--- config.mk ---
export PLATFORM = sky130hd
export DESIGN_NAME = cpu_boot_sequencer
export DESIGN_NICKNAME = d
export VERILOG_FILES = /design/src/rtl/cpu_ctrl_pkg.sv /design/src/rtl/cpu_boot_sequencer.sv
export SDC_FILE = /design/constraint.sdc
export NUM_CORES = 1
export LEC_CHECK = 0
export BUFFER_PORTS_ARGS = -buffer_cell sky130_fd_sc_hd__buf_2
export CAP_MARGIN = 20
export CORE_UTILIZATION = 24
export DETAILED_ROUTE_END_ITERATION = 10
export SLEW_MARGIN = 0
export SYNTH_ARGS = -nofsm -noshare
export SYNTH_HDL_FRONTEND = slang
export SYNTH_SLANG_ARGS = --single-unit
--- constraint.sdc ---
create_clock -name clock -period 5.6 [get_ports clock]
set_input_delay 1.12 -clock clock [delete_from_list [all_inputs] [get_ports clock]]
set_output_delay 1.12 -clock clock [all_outputs]
set_load 0.05 [all_outputs]
--- src/rtl/cpu_ctrl_pkg.sv ---
`default_nettype none
// ============================================================================
//  Module      : cpu_ctrl_pkg
//  Description : Shared definitions for the MipsCPU run controller: default
//                widths, instruction memory depth and FSM state encodings.
//  Ports       : none (package)
//  Revision    : 1.0 - initial release
// ============================================================================
package cpu_ctrl_pkg;

   localparam int CPU_ADDR_W = 8;
   localparam int CPU_DATA_W = 32;
   localparam int CPU_CNT_W  = 16;
   localparam int IMEM_DEPTH = 2**CPU_ADDR_W;

   // Controller states; plain constants keep the encoding visible to older tools.
   typedef logic [2:0] state_t;
   localparam state_t ST_IDLE = 3'd0;
   localparam state_t ST_LOAD = 3'd1;
   localparam state_t ST_ARM  = 3'd2;
   localparam state_t ST_RUN  = 3'd3;
   localparam state_t ST_DONE = 3'd4;

endpackage
`default_nettype wire

--- src/rtl/cpu_boot_sequencer.sv ---
`default_nettype none
// ============================================================================
//  Module      : cpu_boot_sequencer
//  Description : Boot/run controller for the single-cycle MIPS CPU. Holds the
//                CPU in reset, streams a program image into instruction memory,
//                releases the CPU for a programmed number of cycles (or until a
//                halt request) and parks it back in reset.
//  Ports       : clock/reset        - clock, synchronous active-low reset
//                load_start         - begin a load (IDLE/DONE only)
//                ld_valid/ld_ready/ld_data/ld_last - image load stream
//                halt_req           - abort load or stop run
//                run_cycles         - run length, 0 = until halt_req
//                im_we/im_addr/im_wdata - instruction memory write port
//                cpu_reset          - active-low reset to MipsCPU
//                busy/done          - status
//                words_loaded/cycle_count - statistics of last load/run
//  Revision    : 1.0 - initial release
// ============================================================================
module cpu_boot_sequencer
   import cpu_ctrl_pkg::*;
#(
   parameter int ADDR_W = CPU_ADDR_W,
   parameter int DATA_W = CPU_DATA_W,
   parameter int CNT_W  = CPU_CNT_W
) (
   input  logic              clock,
   input  logic              reset,
   input  logic              load_start,
   input  logic              ld_valid,
   output logic              ld_ready,
   input  logic [DATA_W-1:0] ld_data,
   input  logic              ld_last,
   input  logic              halt_req,
   input  logic [CNT_W-1:0]  run_cycles,
   output logic              im_we,
   output logic [ADDR_W-1:0] im_addr,
   output logic [DATA_W-1:0] im_wdata,
   output logic              cpu_reset,
   output logic              busy,
   output logic              done,
   output logic [ADDR_W:0]   words_loaded,
   output logic [CNT_W-1:0]  cycle_count
);

   state_t            state;
   state_t            state_n;
   logic [CNT_W-1:0]  limit;
   logic [ADDR_W:0]   wl_inc;
   logic              beat;

   // words_loaded doubles as the write pointer: its low bits are the next
   // address and its MSB is set once the whole memory has been written.
   assign ld_ready = (state == ST_LOAD) && !words_loaded[ADDR_W];
   assign beat     = ld_valid && ld_ready;
   assign im_we    = beat;
   assign im_addr  = words_loaded[ADDR_W-1:0];
   assign im_wdata = ld_data;
   assign wl_inc   = words_loaded + 1'b1;

   always_comb begin
      state_n = state;
      case (state)
         ST_IDLE: if (load_start) state_n = ST_LOAD;
         ST_LOAD: begin
            // A halt wins over the move to ARM; a beat in that cycle is still written.
            if (halt_req)
               state_n = ST_IDLE;
            else if (beat && (ld_last || wl_inc[ADDR_W]))
               state_n = ST_ARM;
         end
         ST_ARM:  state_n = ST_RUN;
         ST_RUN: begin
            if (halt_req || ((limit != '0) && (cycle_count == limit - 1'b1)))
               state_n = ST_DONE;
         end
         ST_DONE: if (load_start) state_n = ST_LOAD;
         default: state_n = ST_IDLE;
      endcase
   end

   always_ff @(posedge clock) begin
      if (!reset) begin
         state        <= ST_IDLE;
         cpu_reset    <= 1'b0;
         busy         <= 1'b0;
         done         <= 1'b0;
         words_loaded <= '0;
         cycle_count  <= '0;
         limit        <= '0;
      end else begin
         state     <= state_n;
         // Status outputs are registered from the next state so they line up
         // with the state register rather than lagging it by a cycle.
         cpu_reset <= (state_n == ST_RUN);
         busy      <= (state_n == ST_LOAD) || (state_n == ST_ARM) || (state_n == ST_RUN);
         done      <= (state_n == ST_DONE);
         case (state)
            ST_IDLE, ST_DONE: begin
               if (load_start) begin
                  words_loaded <= '0;
                  cycle_count  <= '0;
               end
            end
            ST_LOAD: if (beat) words_loaded <= wl_inc;
            ST_ARM: begin
               limit       <= run_cycles;
               cycle_count <= '0;
            end
            ST_RUN: begin
               // Only reachable in free-run mode; a programmed limit stops first.
               if (cycle_count != '1) cycle_count <= cycle_count + 1'b1;
            end
            default: ;
         endcase
      end
   end

endmodule
`default_nettype wire
=== Yosys cells after proc, flatten, opt, wreduce, memory -nomap -nowiden ===
Cells that the tools add are included.

* Equal/unequal tests: 13
* Multiplexer cells: 11
* Reduce and logical (&&, ||, !) cells: 16
* Add/sub/neg operators: 3

{| class="wikitable"
|+ Operator list
! kind !! number
|-
| $pmux W16 S3 || 1
|-
| $mux W16 || 2
|-
| $mux W9 || 2
|-
| $pmux W9 S2 || 1
|-
| $add A16 B1 Y16 const B || 1
|-
| $eq A16 B16 Y1 || 1
|-
| $ne A16 B16 Y1 const B || 1
|-
| $reduce_bool A16 Y1 || 1
|-
| $sub A16 B1 Y16 const B || 1
|-
| $eq A3 B2 Y1 const B || 4
|-
| $mux W3 || 4
|-
| $pmux W3 S4 || 1
|-
| $add A9 B1 Y9 const B || 1
|-
| $eq A3 B1 Y1 const B || 2
|-
| $eq A3 B3 Y1 const B || 2
|-
| $reduce_and A3 Y1 || 2
|-
| $logic_and A1 B1 Y1 || 4
|-
| $logic_or A1 B1 Y1 || 4
|-
| $ne A2 B2 Y1 const B || 2
|-
| $logic_not A3 Y1 || 1
|-
| $reduce_bool A3 Y1 || 1
|-
| $ne A2 B1 Y1 const B || 1
|-
| $reduce_bool A2 Y1 || 1
|-
| $reduce_or A2 Y1 || 1
|-
| $logic_not A1 Y1 || 1
|}

* Bits in registers: 47

=== Logic depth before layout (Yosys ltp) ===
Gate-level depths: netlist of run 1.

* Depth after elaboration: 10
* Depth in mapped cells: 9

=== Worst setup path after synthesis of run 1 ===
OpenSTA, ideal clock, no wires.

* Kind: flip-flop to output port
* Start: register words_loaded[8]
* End: output im_we
* Required time: 4480 ps
* Buffers on the path: 0
* Slack: 1446 ps
* Arrival time: 3034 ps
* Stages on the path, launching flop included: 4
* Cells stage by stage: dfxtp_1 -> nor4b_1 -> nand2_1 -> inv_1

* Word-level cells in the longest chain between the ends: 3

{| class="wikitable"
|+ Ends and longest elaborated chain
! what !! RTL line !! source
|-
| from (decl) || cpu_boot_sequencer.sv:41 || <nowiki>output logic [ADDR_W:0] words_loaded,</nowiki>
|-
| from (signal assigned) || cpu_boot_sequencer.sv:104 || <nowiki>ST_LOAD: if (beat) words_loaded <= wl_inc;</nowiki>
|-
| $logic_not A1 Y1 || cpu_boot_sequencer.sv:53 || <nowiki>assign ld_ready = (state == ST_LOAD) && !words_loaded[ADDR_W];</nowiki>
|-
| $logic_and A1 B1 Y1 || cpu_boot_sequencer.sv:53 ||
|-
| named net ld_ready || cpu_boot_sequencer.sv:30 || <nowiki>output logic ld_ready,</nowiki>
|-
| $logic_and A1 B1 Y1 || cpu_boot_sequencer.sv:54 || <nowiki>assign beat = ld_valid && ld_ready;</nowiki>
|-
| to (decl) || cpu_boot_sequencer.sv:35 || <nowiki>output logic im_we,</nowiki>
|}

The timed path passes the listed nets, and every way through them passes these cells.

=== Worst setup path in the final report of run 1 ===
* Start: input ld_valid
* End: output im_we

* Word-level cells in the longest chain between the ends: 1

{| class="wikitable"
|+ Ends and longest elaborated chain
! what !! RTL line !! source
|-
| from (decl) || cpu_boot_sequencer.sv:29 || <nowiki>input logic ld_valid,</nowiki>
|-
| $logic_and A1 B1 Y1 || cpu_boot_sequencer.sv:54 ||
|}

No other way between the ends.

==> results_dict.tcl, run 1 <==
set metrics [dict create \
    r2r_start "limit[0]" \
    wl_per_cell_um 13.8 \
    gp_congestion 0.856 \
    period_share 0.500 \
    rrSetupSlack_ns 3.02 \
    synth-edff-count 0 \
    synth_top_family_by_area "simple AND/OR/NAND/NOR gates" \
    vias_per_cell 4.71 \
    hold-path-endpoint "limit[4]" \
    io_pins 124 \
    synth_compound_area_frac 0.107 \
    dpl-instance-area_um2 2960 \
    die_h_um 111 \
    yosysSeqAreaShare 0.332 \
    power.leakage_nw 1.24 \
    yosys-mux-area-fraction 0.0146 \
    ys_top_cells_by_area "dfxtp_1 (33%), buf_4 (11%), nand2_1 (6.9%)" \
    ys_warn_count 0 \
    r2r_cells 9 \
    grt_pass1_wl_um 11300 \
    cts_buffer_depth 2 \
    final_area_um2 3110 \
    portBuffers 59 \
    firstDrtPassIters 4 \
    cts_inserted_buffers 5 \
    synthAdderAreaFrac 0.0132 \
    r2r_end "cpu_reset" \
    max_freq_ghz 0.357 \
    rsz0062_at_grt "no" \
    cts_max_level 2 \
    hold_buffers 0 \
    final_nets 432 \
    grt_pass1_vias 2250 \
    clockRootBuffer "clkbuf_16" \
    post_cts_buffers 0 \
    p_int_mw 0.575 \
    antenna_found_initial 0 \
    initial_core_util 0.247 \
    synth_nets 418 \
    startpoint_type "input pin" \
    tritoncts "done" \
    status "finished, final reports clean" \
    drive_above_1_share 0.203 \
    row_count 39 \
    cts.clk_slew.worst_paths_ns 0.06 \
    min_from "limit[4]" \
    synth_cell_types 47 \
    die-area_um2 12300 \
    grt_util_all_layers 0.115 \
    slew_violations 0 \
    p_clk_frac 0.439 \
    fill_cells 1225 \
    seq_power_share 0.458 \
    clkSinkCount 47 \
    synth-simple-area-share 0.277 \
    hold_depth 2 \
    dp_hpwl_um 5580 \
    setup_tns_ns 0 \
    cp.arrival_ns 1.68 \
    power_frac_comb 0.103 \
    remaining_drc_errors 0 \
    skew_ns 0.00432 \
    hp-class "register to register" \
    yosys.area.top_type "dfxtp_1" \
    ir_drop_v 0.000137 \
    ys_seq_elements 47 \
    synthArstFlopShare 0 \
    maxCapViolCount 0 \
    ctsResizeCount 0 \
    critPathMaxFanout 4 \
    path_class "input pin to output pin" \
    drt-initial-drc-count 118 \
    period_needed_ns 2.80 \
    worstMarginPinSlew_ns 0.750 \
    area_delta_synth_final_pct 9.79 \
    worstPathRequired_ns 4.48 \
    p_sw_frac 0.237 \
    route.vias.total 2442 \
    coreArea_um2 11500 \
    grt_max_degree 25 \
    synth.top_cell.area_share 0.332 \
    total_power_mw 0.753 \
    setup_viol 0 \
    netlist_area_um2 2840 \
    p_per_area_nw_per_um2 242 \
    diodes 0 \
    synth_ff_type "dfxtp_1" \
    clk_latency_ns 0.28 \
    grt.overflow.total 0 \
    hold_viol 0 \
    slew_headroom 0.499 \
    postSynthCellCount 361 \
    cp-end-kind "output pin" \
    antenna_left 0 \
    die_w_um 111 \
    routed_wl_um 7160 \
    postSynthAreaPerCell_um2 7.86 \
    synth_xor_area_frac 0.117 \
    power.switching_mw 0.178 \
]
[worst max-delay path, stage by stage]
cell,delay [ns]
buf_2,0.08
nand2_1,0.08
inv_1,0.13
buf_2,0.27
[worst max path at each step]
stage	startpoint	end	slack, ns
2_1_floorplan	words_loaded[8]	im_we	1.45
3_3_place_gp	ld_valid	im_we	2.82
3_5_place_dp	ld_valid	im_we	2.80
5_1_grt	state[1]	im_we	2.69
6_report	ld_valid	im_we	2.80
4_1_cts	ld_valid	im_we	2.80
[cells in the mapped netlist (all sizes together), types with 2 or more instances]
cell and count:
nor4b 3, nand3b 2, and4 2, nor2 37, nand2b 2, nand2 52, and2 2, nor3 14
mux2i 3, buf 42, or3 4, xnor2 18, a21oi 27, ha 3, inv 10, o31ai 3
a22oi 2, nand4b 2, nand4 9, nor4 3, a31oi 2, and3 5, clkbuf 10, o21ai 6
dfxtp 47, xor2 20, nand3 15, or2 2
[cells in the final DEF (no fill, tap or decap), types with 2 or more instances in the layout]
| cell type | count |
|---|---|
| nor4_1 | 2 |
| and2_1 | 2 |
| nand3_1 | 15 |
| xnor2_1 | 18 |
| nand2_1 | 52 |
| a21oi_1 | 27 |
| nor4b_1 | 3 |
| nand4b_1 | 2 |
| dfxtp_1 | 47 |
| ha_1 | 3 |
| nand2b_1 | 2 |
| o31ai_1 | 2 |
| xor2_1 | 20 |
| nor3_1 | 14 |
| nor2_1 | 37 |
| mux2i_1 | 3 |
| inv_1 | 10 |
| a31oi_1 | 2 |
| nand3b_1 | 2 |
| or3_1 | 4 |
| a22oi_1 | 2 |
| or2_2 | 2 |
| nand4_1 | 9 |
| clkbuf_16 | 5 |
| and3_1 | 5 |
| and4_1 | 2 |
| buf_2 | 59 |
| o21ai_0 | 6 |
[area by class of cell]
cell class / instances / area, µm² / share of cell area
clock buffer: 6 / 129 / 0.0414
tap: 143 / 179 / 0.0575
inverter: 10 / 37.5 / 0.0121
multi-input combinational: 252 / 1500 / 0.483
timing repair buffer: 59 / 295 / 0.0948
clock inverter: 1 / 30.0 / 0.00964
sequential: 47 / 941 / 0.302
[layer usage]
layer / vias to the layer above / global-route usage / share of wire
met2: 63 / 0.189 / 0.47
met1: 1147 / 0.149 / 0.47
met3: 14 / 0.0219 / 0.044
met5: - / 0 / 0
met4: 0 / 0.0453 / 0.016
li1: 1218 / - / -
[sequential cells by signal, summed over array words and instances, names as in the netlist]
| name | count |
|---|---|
| busy | 1 |
| cpu_reset | 1 |
| cycle_count | 16 |
| done | 1 |
| limit | 16 |
| state | 3 |
| words_loaded | 9 |
[logic make-up after synthesis]
| logic type | after synthesis |
|---|---|
| flip-flops | 47 |
| multiplexers | 4 |
| adder cells (fa/ha/maj) | 3 |
| buffers and inverters | 62 |
| AND/OR/NAND/NOR | 159 |
| AO/OA/AOI/OAI | 48 |
| XOR/XNOR | 38 |
[power groups by stage]
| stage | logic (mW) | clock network [mW] | registers [mW] |
|---|---|---|---|
| finish | 0.0775 | 0.331 | 0.345 |
| global route | 0.0848 | 0.348 | 0.345 |
| CTS | 0.0779 | 0.337 | 0.344 |
| detailed placement | 0.0776 | 0 | 0.352 |
| global placement | 0.0758 | 0 | 0.352 |
| floorplan | 0.113 | 0 | 0.356 |
[per-stage QoR]
stage	util	hold slack, ns	instances	worst slack [ns]
after floorplan	-	0.455	361	1.45
after global placement	0.258	0.488	511	2.82
after detailed placement	0.258	0.501	511	2.80
after CTS	0.272	0.509	518	2.80
after global routing	0.272	0.544	518	2.69
final	0.272	0.511	518	2.80
Note: power is estimated with default switching activity, not from simulation.
==> run 2, diff against run 1 <==
- clock period: 5.6 -> 2.8 ns (I/O delays scaled with it)
==> run 2 against run 1 <==
  * Non-clock buffer count is 3 higher
  * Routed wire length is 2.6% lower
  * Cell count is 0.77% higher
  * Combinational power is 110% higher
  * Sequential share of layout area is 0.16 points lower
  * Critical path depth is 5 higher
  * Sequential power is 100% higher
==> results_dict.tcl, run 2 (synthesis results as in run 1) <==
set metrics [dict create \
    status "finished, final reports clean" \
    period_needed_ns 2.56 \
    layout_commonest_cell "buf_2" \
    die-area_um2 12300 \
    rrSetupSlack_ns 0.24 \
    dp_hpwl_um 5370 \
    setup_tns_ns 0 \
    slew_headroom 0.480 \
    hold-path-endpoint "limit[15]" \
    drt-initial-drc-count 139 \
    maxCapViolCount 0 \
    tritoncts "done" \
    setup_viol 0 \
    diodes 0 \
    die_w_um 111 \
    rsz0062_at_grt "no" \
    die_h_um 111 \
    portBuffers 59 \
    fin_util 0.273 \
    cts_inserted_buffers 5 \
    post_cts_buffers 0 \
    dpl-instance-area_um2 2990 \
    slew_violations 0 \
    initial_core_util 0.247 \
    grt.overflow.total 0 \
    grt_util_all_layers 0.117 \
    cts.clk_slew.worst_paths_ns 0.06 \
    r2r_start "limit[0]" \
    min_from "limit[15]" \
    area_delta_synth_final_pct 10.4 \
    antenna_left 0 \
    grt_pass1_vias 2390 \
    gp_congestion 0.837 \
    period_share 0.913 \
    clockRootBuffer "clkbuf_16" \
    ctsResizeCount 0 \
    stdcell_count 522 \
    skew_ns 0.00725 \
    cts_max_level 2 \
    reg_top3 "cycle_count: 16 flops, limit: 16 flops, words_loaded: 9 flops" \
    clkSinkCount 47 \
    hold_viol 0 \
    final_area_um2 3130 \
    firstDrtPassIters 4 \
    clk_latency_ns 0.29 \
    startpoint_type "register" \
    ir_drop_v 0.000196 \
    hold_buffers 0 \
    cts_buffer_depth 2 \
    cp-end-kind "register" \
    hp-class "register to register" \
    critPathMaxFanout 5 \
    final_cell_mix "buf_2 (59), nand2_1 (52), dfxtp_1 (47)" \
    route.vias.total 2464 \
    antenna_found_initial 0 \
    routed_wl_um 6970 \
    r2r_cells 9 \
    path_class "register to register" \
    cp.arrival_ns 2.69 \
    drive_above_1_share 0.211 \
    final_nets 435 \
    total_power_mw 1.42 \
    grt_max_degree 25 \
    multiInputGateArea_um2 1520 \
    coreArea_um2 11500 \
    p_per_area_nw_per_um2 455 \
    startpoint "limit[0]" \
    remaining_drc_errors 0 \
    max_freq_ghz 0.391 \
    fill_cells 1253 \
    r2r_end "busy" \
    vias_per_cell 4.72 \
    io_pins 124 \
    worstPathRequired_ns 2.93 \
    worstMarginPinSlew_ns 0.779 \
    row_count 39 \
    grt_pass1_wl_um 11800 \
    hold_depth 2 \
    register_area_um2 941 \
    wl_per_cell_um 13.4 \
    power.leakage_nw 1.25 \
    place_inst 514 \
]
[run 2: per-layer routing]
| metal | wire length (µm) | vias up | global-route usage |
|---|---|---|---|
| met4 | 125 | 0 | 0.0444 |
| li1 | - | 1228 | - |
| met1 | 3190 | 1168 | 0.148 |
| met3 | 240 | 11 | 0.0175 |
| met5 | 0 | - | 0 |
| met2 | 3420 | 57 | 0.201 |
[run 2: where the power goes]
part           leakage, nW  internal [mW]  switching (mW)
Clock               0.0679          0.330           0.245
Sequential           0.379          0.677          0.0115
Combinational        0.806         0.0595           0.101
[run 2: cell type report]
type                       count  share of cell area
timing repair buffer          62               0.102
clock inverter                 1             0.00160
clock buffer                   7              0.0424
sequential                    47               0.301
multi-input combinational    252               0.485
tap                          143              0.0572
inverter                      10              0.0120
[run 2: worst max-delay path, stage by stage (launching register included)]
cell      delay, ns
dfxtp_1        0.35
inv_1          0.07
ha_1           0.23
or4b_4         0.54
nor4_4         0.33
mux2i_1        0.13
mux2i_1        0.22
nand3_1        0.13
o31ai_2        0.31
a211oi_1       0.08
[run 2: how the worst max path moves through the flow]
stage	endpoint
after detailed placement	state[0]
final	busy
after global routing	busy
after CTS	cpu_reset
after floorplan	state[0]
after global placement	busy
[run 2: through the flow]
step	hold WS, ns	setup slack [ns]
2_1_floorplan	0.455	0.183
3_3_place_gp	0.475	0.372
3_5_place_dp	0.489	0.265
4_1_cts	0.498	0.238
5_1_grt	0.514	0.0340
6_report	0.495	0.244
==> run 3, diff against run 2 <==
- ABC_AREA: unset -> 1
==> run 3 against run 2 <==
  * Maximum frequency grew 18%
  * Worst setup slack gained 0.39 ns
  * Power grew 22%
  * Clock skew shrank 0.00063 ns
  * Combinational power grew 65%
  * Routed wire length grew 11%
  * Clock-buffer cell count shrank 2
  * Synthesized area grew 5.5%
  * Utilization grew 0.81 points
  * Design area grew 8.3%
  * Global-route usage grew 0.59 points
  * Critical endpoint is now im_we
  * Highest routed layer unchanged
==> results_dict.tcl, run 3 <==
set metrics [dict create \
    status "finished, final reports clean" \
    die-area_um2 12900 \
    netlist_area_um2 2990 \
    period_needed_ns 2.17 \
    row_count 40 \
    critPathMaxFanout 4 \
    slew_violations 0 \
    grt.overflow.total 0 \
    yosys-mux-area-fraction 0 \
    synth_ff_type "dfxtp_1" \
    startpoint_type "register" \
    antenna_found_initial 0 \
    cts_buffer_depth 2 \
    ir_drop_v 0.000302 \
    yosys.area.top_type "dfxtp_1" \
    path_class "register to output pin" \
    reg_top3 "cycle_count: 16 flops, limit: 16 flops, words_loaded: 9 flops" \
    grt_pass1_wl_um 12600 \
    postSynthCellCount 453 \
    gp_congestion 0.848 \
    met1_length_um 3580 \
    vias_per_cell 4.34 \
    post_cts_buffers 0 \
    synth_compound_area_frac 0.130 \
    die_h_um 114 \
    grt_pass1_vias 2718 \
    synthAdderAreaFrac 0.0125 \
    layout_commonest_cell "nand2_1" \
    ys_seq_elements 47 \
    met2_length_um 3520 \
    drt-initial-drc-count 115 \
    p_clk_frac 0.447 \
    worstPathRequired_ns 2.24 \
    power.switching_mw 0.460 \
    route.vias.total 2800 \
    clkSinkCount 47 \
    skew_ns 0.00662 \
    power.leakage_nw 1.59 \
    coreArea_um2 12100 \
    worstMarginPinSlew_ns 0.340 \
    cp.arrival_ns 1.61 \
    grt_max_degree 30 \
    synth_most_common_cell "nand2_1" \
    postSynthAreaPerCell_um2 6.61 \
    p_per_area_nw_per_um2 514 \
    synth.top_cell.area_share 0.314 \
    max_freq_ghz 0.462 \
    synthArstFlopShare 0 \
    firstDrtPassIters 4 \
    p_int_mw 1.28 \
    antenna_left 0 \
    cp-end-kind "output pin" \
    slew_headroom 0.772 \
    hold_viol 0 \
    ys_top_cells_by_area "dfxtp_1 (31%), nand2_1 (11%), buf_4 (10%)" \
    clockRootBuffer "clkbuf_16" \
    clk_latency_ns 0.29 \
    cts.clk_slew.worst_paths_ns 0.07 \
    ctsResizeCount 0 \
    cts_max_level 2 \
    synth-edff-count 0 \
    diodes 0 \
    rsz0062_at_grt "no" \
    area_delta_synth_final_pct 13.3 \
    yosys-top-cells-count "nand2_1 (90), inv_1 (59), dfxtp_1 (47), a21oi_1 (42)" \
    ys_warn_count 0 \
    yosysSeqAreaShare 0.314 \
    io_pins 124 \
    final_nets 533 \
    p_sw_frac 0.264 \
    tritoncts "done" \
    seq_power_share 0.400 \
    fin_util 0.281 \
    synth_top_family_by_area "simple AND/OR/NAND/NOR gates" \
    remaining_drc_errors 0 \
    synth_xor_area_frac 0.0351 \
    hold_buffers 0 \
    grt_util_all_layers 0.123 \
    cts_inserted_buffers 5 \
    maxCapViolCount 0 \
    drive_above_1_share 0.197 \
    routed_wl_um 7770 \
    die_w_um 114 \
    synth_cell_types 31 \
    hp-class "register to register" \
    wl_per_cell_um 12.0 \
    wl_met3_um 571 \
    synth-simple-area-share 0.316 \
    top_layer "met4" \
    synth_nets 510 \
    final_cell_mix "nand2_1 (90), inv_1 (59), buf_2 (59)" \
    setup_viol 0 \
    power_frac_comb 0.152 \
    initial_core_util 0.248 \
    portBuffers 59 \
    setup_tns_ns 0 \
    period_share 0.774 \
    dp_hpwl_um 5960 \
]
run 3: through the flow:
stage	total power [mW]	instance area, µm²	hold WS [ns]	setup slack (ns)	cells
4_1_cts	1.76	3390	0.490	0.641	645
3_5_place_dp	0.977	3200	0.488	0.811	637
6_report	1.74	3390	0.486	0.633	645
2_1_floorplan	1.04	2990	0.456	0.623	453
3_3_place_gp	0.973	3200	0.482	0.876	637
5_1_grt	1.82	3390	0.517	0.521	645
run 3: cell families after synthesis:
group | count (synthesis)
compound gates | 75
xor+xnor | 12
fa+ha+maj | 3
buf+inv | 111
flops | 47
simple gates | 205
run 3: cell type report:
cell class / instances / area (µm²)
clock inverter: 3 / 67.6
multi-input combinational: 295 / 1480
fill: 1342 / 8670
tap: 168 / 210
sequential: 47 / 941
clock buffer: 5 / 125
timing repair buffer: 63 / 325
inverter: 64 / 243
run 3: worst paths after layout:
check	from	endpoint	slack, ns	cells after the start
setup reg to reg	limit[0]	busy	0.81	15
hold reg to reg	limit[15]	limit[15]	0.49	2
hold / removal	limit[15]	limit[15]	0.49	2
setup / recovery	state[0]	im_we	0.63	7
run 3: worst max-delay path, stage by stage, from the launching register on:
cell and delay (ns):
dfxtp_1 0.38, inv_2 0.07, nor3_1 0.12, inv_1 0.08, nor2_2 0.10, nand2_1 0.13, inv_1 0.15, buf_2 0.28
run 3: per-layer routing:
layer	up-vias	track usage
li1	1450	-
met3	22	0.0313
met1	1236	0.148
met5	-	0
met4	0	0.0377
met2	92	0.215
run 3: power by group through the flow:
stage / sequential [mW] / clock [mW] / combinational [mW]
2_1_floorplan: 0.728 / 0 / 0.307
3_3_place_gp: 0.712 / 0 / 0.261
3_5_place_dp: 0.712 / 0 / 0.265
4_1_cts: 0.697 / 0.796 / 0.267
5_1_grt: 0.699 / 0.823 / 0.302
6_report: 0.697 / 0.779 / 0.265
